File: src/rtl/bj_predict_resolve.sv
// Branch/jump resolve stage with a PC-indexed 2-bit pattern-history table.
// Lookup is combinational on the fetch PC; resolution results are registered one cycle later.
module bj_predict_resolve #(
    parameter int XLEN      = 32,
    parameter int PHT_DEPTH = 16,
    parameter int IDX_LSB   = 2
) (
    input  logic            CLK,
    input  logic            RESET_N,
    input  logic [XLEN-1:0] LOOKUP_PC,
    output logic            PRED_TAKEN,
    input  logic            VALID_IN,
    input  logic [2:0]      BRANCH_JUMP,
    input  logic [XLEN-1:0] DATA1,
    input  logic [XLEN-1:0] DATA2,
    input  logic [XLEN-1:0] RES_PC,
    input  logic            RES_PRED,
    input  logic            STALL,
    input  logic            FLUSH,
    input  logic            CLR_CNT,
    output logic            VALID_OUT,
    output logic            PC_SEL_OUT,
    output logic            MISPREDICT,
    output logic [15:0]     MISPRED_CNT
);
    localparam int IW = $clog2(PHT_DEPTH);

    logic [PHT_DEPTH-1:0][1:0] pht;
    logic [IW-1:0]             lookup_idx;
    logic [IW-1:0]             res_idx;
    logic                      eq, slt, ult;
    logic                      taken;
    logic                      is_cond;
    logic                      accept;
    logic                      mispred;
    logic                      unused_pc_bits;

    assign lookup_idx = LOOKUP_PC[IDX_LSB+IW-1:IDX_LSB];
    assign res_idx    = RES_PC[IDX_LSB+IW-1:IDX_LSB];
    // Only the index field of each PC matters here.
    assign unused_pc_bits = ^{LOOKUP_PC, RES_PC};

    // No bypass: an update this cycle becomes visible next cycle.
    assign PRED_TAKEN = pht[lookup_idx][1];

    assign eq  = (DATA1 == DATA2);
    assign slt = ($signed(DATA1) < $signed(DATA2));
    assign ult = (DATA1 < DATA2);

    always_comb begin
        taken = 1'b0;
        case (BRANCH_JUMP)
            3'b000:  taken = eq;
            3'b001:  taken = !eq;
            3'b010:  taken = 1'b0;
            3'b011:  taken = 1'b1;
            3'b100:  taken = slt;
            3'b101:  taken = !slt;
            3'b110:  taken = ult;
            3'b111:  taken = !ult;
            default: taken = 1'b0;
        endcase
    end

    // Codes 010 (none) and 011 (jump) never train the table.
    assign is_cond = (BRANCH_JUMP[2:1] != 2'b01);
    assign accept  = VALID_IN && !STALL && !FLUSH;
    assign mispred = taken ^ RES_PRED;

    always_ff @(posedge CLK or negedge RESET_N) begin
        if (!RESET_N) begin
            VALID_OUT  <= 1'b0;
            PC_SEL_OUT <= 1'b0;
            MISPREDICT <= 1'b0;
        end else if (FLUSH) begin
            VALID_OUT  <= 1'b0;
            PC_SEL_OUT <= 1'b0;
            MISPREDICT <= 1'b0;
        end else if (!STALL) begin
            VALID_OUT  <= accept;
            PC_SEL_OUT <= accept && taken;
            MISPREDICT <= accept && mispred;
        end
    end

    always_ff @(posedge CLK or negedge RESET_N) begin
        if (!RESET_N) begin
            MISPRED_CNT <= '0;
        end else if (CLR_CNT) begin
            MISPRED_CNT <= '0;
        end else if (accept && mispred && (MISPRED_CNT != 16'hFFFF)) begin
            MISPRED_CNT <= MISPRED_CNT + 16'd1;
        end
    end

    always_ff @(posedge CLK or negedge RESET_N) begin
        if (!RESET_N) begin
            for (int i = 0; i < PHT_DEPTH; i++) pht[i] <= 2'b01;
        end else if (accept && is_cond) begin
            if (taken && (pht[res_idx] != 2'b11))
                pht[res_idx] <= pht[res_idx] + 2'd1;
            else if (!taken && (pht[res_idx] != 2'b00))
                pht[res_idx] <= pht[res_idx] - 2'd1;
        end
    end
endmodule

File: config.mk
export PLATFORM = sky130hd
export DESIGN_NAME = bj_predict_resolve
export DESIGN_NICKNAME = d
export VERILOG_FILES = /design/src/rtl/bj_predict_resolve.sv
export SDC_FILE = /design/constraint.sdc
export NUM_CORES = 1
export LEC_CHECK = 0
export CORE_MARGIN = 2
export CORE_UTILIZATION = 60
export CTS_BUF_LIST = sky130_fd_sc_hd__clkbuf_8
export DETAILED_ROUTE_END_ITERATION = 10
export DONT_BUFFER_PORTS = 1
export PLACE_DENSITY = 0.88
export SLEW_MARGIN = 25
export SYNTH_ARGS = -nofsm -noshare
export SYNTH_HDL_FRONTEND = slang
export SYNTH_SLANG_ARGS = --single-unit
File: constraint.sdc
create_clock -name CLK -period 7.9 [get_ports CLK]
set_input_delay 2.37 -clock CLK [delete_from_list [all_inputs] [get_ports CLK]]
set_output_delay 2.37 -clock CLK [all_outputs]
set_load 0.01 [all_outputs]
# Yosys cells after proc, flatten, opt, wreduce, memory -nomap -nowiden
# Index checks and enable logic that the tools add are counted.
op_classes:
  n_addsub: 3
  magnitude_cmp: 5
  eq_ne: 12
  mux: 19
  n_bitwise: 1
  n_reduce_logical: 20
op_table:
  columns: ["operator", "n"]
  rows:
  - ["$bwmux 32", 2]
  - ["$lt 32x32->1", 2]
  - ["$mux 32", 2]
  - ["$eq 32x32->1", 1]
  - ["$mux 16", 2]
  - ["$add 16x1->16 const B", 1]
  - ["$bmux 2 s4", 2]
  - ["$ne 16x16->1 const B", 1]
  - ["$eq 3x3->1 const B", 4]
  - ["$lt 4x5->1 const B", 2]
  - ["$logic_and 1x1->1", 9]
  - ["$demux 2 s4", 1]
  - ["$pmux 1 s8", 1]
  - ["$eq 3x2->1 const B", 2]
  - ["$logic_not 1->1", 6]
  - ["$mux 1", 6]
  - ["$mux 2", 3]
  - ["$reduce_bool 2->1", 3]
  - ["$ge 4x1->1 const B", 1]
  - ["$ne 2x1->1 const B", 2]
  - ["$eq 3x1->1 const B", 1]
  - ["$logic_not 3->1", 1]
  - ["$add 2x1->2 const B", 1]
  - ["$ne 2x2->1 const B", 1]
  - ["3 further kinds", 3]
word_totals:
  register_bits: 51
  in_bits: 138
  output_inout_bits: 20
  elab_cells: 80

# Longest topological paths before layout
# Gate-level depths: netlist (run 1).
depth:
  depth_word: 8
  mapped_depth: 13
  ltp_nobuf: 11

# Least setup slack after synthesis (run 1)
# No wires, ideal clock.
synth_timing:
  path_kind: "input to output"
  start: "input LOOKUP_PC[2]"
  end: "output PRED_TAKEN"
  arrival_time_ns: 3.334
  t_required_ns: 5.530
  setup_slack_ns: 2.196
  cell_stages: 2
  n_path_buf: 0
  path_cell_list: "mux4_2 > mux4_2"
synth_between:
  elab_chain_len: 2
synth_rtl:
  columns: ["item", "line", "source"]
  rows:
  - ["start, declared", "10", "input logic [XLEN-1:0] LOOKUP_PC,"]
  - ["$bmux 2 s4", "44", "assign PRED_TAKEN = pht[lookup_idx][1];"]
  - ["$mux 2 (not written as such)", "44", null]
  - ["end, declared", "11", "output logic PRED_TAKEN,"]
# No other way between the ends. The select of a mux whose other input is x is not followed.

# Worst setup path after layout (run 1)
# Same ends and word-level chain as after synthesis.

==> reports/qor.yml, run 1 <==
setup_violations: 0
worstRegToRegCells: 8
clk_path_buf_depth: 2
cts_resized: 0
start_util_pct: 61.2
crit_type: "in -> out"
status: "complete, no violations"
min_path_type: "reg -> reg"
place.gp.congestion: 0.803
wire_per_inst_um: 17.6
grt_pass1_wl_um: 12600
end_kind: "primary output"
worstHoldStart: "pht[1]"
start_kind: "input pin"
fin_setup_tns_ps: 0
final_area_mm2: 0.00397
num_vias: 2653
path_cells: "mux4_2, mux4_2"
path_buf_inv: 0
portBuffers: 0
utilization_pct: 63.7
skew_ps: 9.25
critical-path-top-delay-family: "multiplexers"
crit_arrival_ps: 3370
cts.clk_slew.worst_paths_ps: 90
fp.dieArea_mm2: 0.00702
clk_latency_ps: 310
vias_per_cell: 6.24
relSlewSlack_pct: 48.9
whs_ps: 544
netlist_area_mm2: 0.00382
maxCapViolCount: 0
ys_ff_latch: 51
cts_tree: "done"
antenna_found_initial: 0
hpwl_um: 5630
pre_cts_slack_ps: 2160
hold_buffers: 0
p_leak_nw: 1.91
drtAntennaViolNets: 0
post-route-period-util_pct: 72.7
synthTopCellsByArea: "dfrtp_1, ha_1, dfstp_2"
r2r-end: "pht[29]"
total_power_mw: 0.653
yosys.area.top_type: "dfrtp_1"
clock-root-buffer: "clkbuf_8"
layout.nets: 520
min_to: "pht[1]"
power_density_mw_per_mm2: 164
die_x_um: 83.8
htreeDepth: 2
grt_setup_unrepaired: "false"
synth_top_flop_cell: "dfrtp_1"
overflow: 0
numCtsBuffers: 5
cp_common_cell: "mux4_2"
cp_slowest_stage_delay_ps: 520
ys_warn_count: 0
max_freq_mhz: 174
ir_drop_mv: 0.114
wl_um: 7460
grt_max_degree: 52
dp_cells: 417
async_flop_share_pct: 100
syn-num-nets: 523
synthToLayoutAreaGrowth_pct: 3.96
fp.dieH_um: 83.8
hold_depth: 1
final_hold_viol_count: 0
finalMaxSlewViolations: 0
cp_slowest_cell: "mux4_2"
synth_cell_types: 53
syn_area_per_cell_um2: 10.9
synth_edf_count: 0
rows: 29
synth_cells: 350
io_pins: 158
r2r_slack_ps: 5000
dr.pass1.iters: 4
fill_cells: 495
placed_cell_area_mm2: 0.00386
drt-initial-drc-count: 99
setup_ws_ps: 2160
drc: 0
first_global_vias: 2757
grt_usage_pct: 21.8
insertedDiodeCount: 0
path_max_fanout: 4
final_cells: 425
critical_path_required_ps: 5530
postCtsSetupRepairBufs: 0
yosysSeqAreaShare_pct: 33.9
placeableCoreArea_mm2: 0.00624
clock-sinks: 51
tightest_slew_ps: 762
drive_above_1_share_pct: 23.9
synthDominantCellAreaShare_pct: 22.9
fin_crit_ps: 5740
==> logic make-up after synthesis <==
group | Yosys count | synth area share [%]
adders and majority gates | 35 | 11.5
xor gates and xnor gates | 10 | 2.88
AOI/OAI and AO/OA | 47 | 7.47
and+or+nand+nor | 104 | 18.2
muxes | 51 | 20.4
DFF | 51 | 33.9
buffers and inverters | 52 | 5.73
==> how the worst max path moves through the flow <==
stage,start,to,slack (ps),depth (start not counted)
2_1_floorplan,LOOKUP_PC[2],PRED_TAKEN,2200,2
3_3_place_gp,LOOKUP_PC[2],PRED_TAKEN,2160,2
3_5_place_dp,LOOKUP_PC[2],PRED_TAKEN,2160,2
4_1_cts,LOOKUP_PC[2],PRED_TAKEN,2160,2
5_1_grt,LOOKUP_PC[2],PRED_TAKEN,2140,2
6_report,LOOKUP_PC[2],PRED_TAKEN,2160,2
==> where the power goes <==
part / switching, mW / leakage, nW / internal, mW
logic: 0.0714 / 1.20 / 0.0814
clock network: 0.0874 / 0.0581 / 0.0944
registers: 0.0199 / 0.648 / 0.299
==> layout by cell type, fill, tap and decap left out, drive strengths merged, types with 4 or more instances in the layout <==
master / n
nand2: 16
nor2b: 10
nand4: 13
nand4b: 6
inv: 41
clkbuf: 5
dfrtp: 35
ha: 35
dfstp: 16
nand3: 15
xnor2: 7
mux2: 35
a21oi: 20
and3: 9
o21ai: 13
nor2: 16
mux4: 14
or3: 4
and2: 4
==> cell type report <==
cell class,count,area [um^2],area share (%)
clock buffers,5,68.8,1.73
clock inverters,3,43.8,1.10
inverters,41,154,3.87
multi-input cells,247,2310,58.0
flip-flops and latches,51,1300,32.6
well taps,77,96.3,2.43
repair buffers,1,7.51,0.189
==> cell usage after synthesis (all sizes together), types with 2 or more instances <==
master / count
o31ai: 2
nand4: 13
dfstp: 16
xor2: 2
and2: 4
or3: 4
nor2: 16
o21ai: 13
nor3: 3
a22oi: 2
nand4b: 6
ha: 35
and3: 9
mux2i: 2
clkbuf: 5
inv: 41
or4: 2
mux2: 35
a21oi: 20
dfrtp: 35
nand3: 15
nand2: 16
nor2b: 10
and2b: 3
xnor2: 7
buf: 6
mux4: 14
a211oi: 3
==> per-layer routing <==
layer / up-vias / wire length, um / GRT usage (%)
li1: 1259 / - / -
met5: - / 0 / 0
met1: 1300 / 3190 / 28.0
met4: 0 / 97 / 5.43
met3: 10 / 418 / 5.04
met2: 84 / 3760 / 37.4
==> worst reg2reg max path: stages, from the launching register on <==
cell,delay [ps]
dfstp_2,380
mux4_2,480
mux2_2,280
o21ai_1,120
buf_4,240
inv_1,70
ha_1,330
xnor2_2,640
mux2_2,300
Note: power is estimated with default switching activity, not from simulation.
==> run 2, diff against run 1 <==
ABC_AREA = 1   (was default)
clock period = 5.9 ns   (was 7.9 ns; I/O delays follow)
==> run 2 against run 1 <==
Sequential cell count unchanged. Power increased by 24%. Critical path depth increased by 3. Core utilization increased by 1.2 points. Non-clock buffer count unchanged. Largest cell class unchanged.
==> reports/qor.yml, run 2 <==
status: "complete, no violations"
critical_path_required_ps: 4130  # -1400 ps
synth_edf_count: 0  # unchanged
antenna_found_initial: 0  # unchanged
final_area_mm2: 0.00419  # +5.5%
hold_depth: 2  # +1
finalMaxSlewViolations: 0  # unchanged
power_density_mw_per_mm2: 193  # +17%
netlist_area_mm2: 0.00406  # +6.3%
cp_slowest_stage_delay_ps: 390  # -130 ps
yosys.area.top_type: "dfrtp_1"
cp_common_cell: "o21ai_0"
ys_ff_latch: 51  # unchanged
crit_type: "in -> out"
clk_path_buf_depth: 2  # unchanged
vias_per_cell: 5.74  # -8.0%
min_path_type: "reg -> reg"
fin_crit_ps: 4280
dp_cells: 602  # +44%
portBuffers: 0  # unchanged
final_hold_viol_count: 0  # unchanged
cts_tree: "done"
grt_max_degree: 52  # unchanged
r2r-end: "MISPRED_CNT[14]"
synth_xor_area_share_pct: 2.16  # -0.72 points
syn-num-nets: 708  # +35%
grt_usage_pct: 23.8  # +2.0 points
r2r_slack_ps: 3070  # -1930 ps
start_util_pct: 62.9  # +1.7 points
num_vias: 3504  # +32%
path_cells: "a21oi_1, o21ai_0, o21ai_0, nor2_1, o31ai_1"
drive_above_1_share_pct: 11.6  # -12 points
insertedDiodeCount: 0  # unchanged
synth_most_common_cell: "nand2_1"
clk_latency_ps: 310  # about the same
dr.pass1.iters: 5  # +1
cts_resized: 0  # unchanged
cp_slowest_cell: "o31ai_1"
muxShareOfSynthArea_pct: 1.26  # -19 points
synthTopCellsByArea: "dfrtp_1, ha_1, nand2_1"
layout_common_cells: "nand2_1, inv_1, nor2_1, nand3_1"
place.gp.congestion: 0.879  # +9.4%
fp.dieArea_mm2: 0.00744  # +6.0%
p_leak_nw: 2.11  # +11%
postCtsSetupRepairBufs: 0  # unchanged
switching_share_pct: 31.2  # +3.8 points
hold_buffers: 0  # unchanged
final_common_cell: "nand2_1"
whs_ps: 479  # -64.4 ps
synthSimpleGateAreaFrac_pct: 31.6  # +13 points
first_global_vias: 3291  # +19%
grt_setup_unrepaired: "false"
start_kind: "input pin"
wl_um: 8730  # +17%
layout.nets: 705  # +36%
grt_pass1_wl_um: 14500  # +15%
drc: 0  # unchanged
synth_top_flop_cell: "dfrtp_1"
p_int_mw: 0.556  # +17%
synthToLayoutAreaGrowth_pct: 3.20
async_flop_share_pct: 100  # unchanged
io_pins: 158  # unchanged
die_x_um: 86.3  # +2.9%
combPwrFrac_pct: 21.8  # -1.6 points
numCtsBuffers: 5  # unchanged
yosys-top-cells-count: "nand2_1, inv_1, nor2_1"
maxCapViolCount: 0  # unchanged
fp.dieH_um: 86.3  # +2.9%
crit_arrival_ps: 2510  # -860 ps
skew_ps: 9.86  # +0.610 ps
placed_cell_area_mm2: 0.00409  # +5.9%
clkPwrFrac_pct: 27.4  # -0.4 points
htreeDepth: 2  # unchanged
syn_area_per_cell_um2: 7.59  # -30%
end_kind: "primary output"
synth_fa_ha_area_share_pct: 10.8  # -0.68 points
setup_ws_ps: 1620  # -538 ps
pre_cts_slack_ps: 1490  # -670 ps
fin_setup_tns_ps: 0  # unchanged
overflow: 0  # unchanged
worstRegToRegCells: 11  # +3
tightest_slew_ps: 891  # +129 ps
drt-initial-drc-count: 163  # +65%
synth_cells: 535  # +53%
setup_violations: 0  # unchanged
path_max_fanout: 11  # +7
placeableCoreArea_mm2: 0.00646  # +3.5%
synth_cell_types: 42  # -21%
wire_per_inst_um: 14.3  # -18%
synthDominantCellAreaShare_pct: 21.6  # -1.4 points
ys_warn_count: 0  # unchanged
drtAntennaViolNets: 0  # unchanged
hpwl_um: 6680  # +19%
seqPwrFrac_pct: 50.7  # +1.9 points
final_cells: 610  # +44%
post-route-period-util_pct: 72.5
rows: 29  # unchanged
cts.clk_slew.worst_paths_ps: 90  # about the same
yosysSeqAreaShare_pct: 31.9  # -2.0 points
clock-sinks: 51  # unchanged
max_freq_mhz: 234
synth-compound-area-share_pct: 12.7  # +5.2 points
ir_drop_mv: 0.132  # +16%
synth_top_family_by_area: "simple AND/OR/NAND/NOR gates"
p_sw_mw: 0.252  # +41%
clock-root-buffer: "clkbuf_8"
relSlewSlack_pct: 40.5  # -8.4 points
r2r-start: "MISPRED_CNT[0]"
## run 2: cell types whose count changed after synthesis, moves of 13 or more
cell	delta
mux2_2	-13
mux4_2	-14
o21ai_1	+15
nor2_1	+25
nand3_1	+27
o21ai_0	+16
mux2_4	-13
inv_1	+40
nand2_1	+98
## run 2: area by class of cell
cell class                      instances  area [um^2]
Clock buffer                            7         96.3
Timing Repair Buffer                    1         7.51
Tap cell                               77         96.3
Clock inverter                          1         7.51
Inverter                               82          308
Sequential cell                        51         1300
Fill cell                             534         2270
Multi-Input combinational cell        391         2380
## run 2: logic make-up after synthesis
| logic type | after synthesis |
|---|---|
| simple gates | 250 |
| xor+xnor | 10 |
| compound gates | 91 |
| mux | 5 |
| fa+ha+maj | 35 |
| flops | 51 |
| buf+inv | 93 |
## run 2: worst max-delay path by stage
stage	to	slack, ps	start	depth (start not counted)
after detailed placement	pht[9]	1490	RES_PC[2]	12
final	PRED_TAKEN	1620	LOOKUP_PC[2]	5
after CTS	PRED_TAKEN	1630	LOOKUP_PC[2]	5
after global routing	flip-flop	1510	RES_PC[2]	11
after floorplan	PRED_TAKEN	1390	LOOKUP_PC[2]	5
after global placement	pht[9]	1550	RES_PC[2]	12
## run 2: per-stage QoR
stage | power, mW | utilization [%]
after floorplan | 0.558 | -
after global placement | 0.579 | 63.3
after detailed placement | 0.590 | 63.3
after CTS | 0.808 | 64.9
after global routing | 0.854 | 64.9
final | 0.807 | 64.9
## run 2: critical path: cells and delay by family
family             cells  cell delay, ps
AOI/OAI and AO/OA      4             690
and+or+nand+nor        1              60
## run 2: per-layer routing
layer / GRT usage [%] / vias to the layer above / wire length [um]
met1: 29.4 / 1582 / 3710
met5: 0 / - / 0
met3: 4.57 / 9 / 585
li1: - / 1782 / -
met4: 5.68 / 0 / 90
met2: 43.0 / 131 / 4340
## run 2: power by group through the flow
stage          clock network [mW]  registers (mW)  logic (mW)
6_report                    0.221           0.410       0.176
3_5_place_dp                    0           0.415       0.175
4_1_cts                     0.223           0.409       0.176
3_3_place_gp                    0           0.413       0.166
5_1_grt                     0.239           0.413       0.202
2_1_floorplan                   0           0.406       0.152
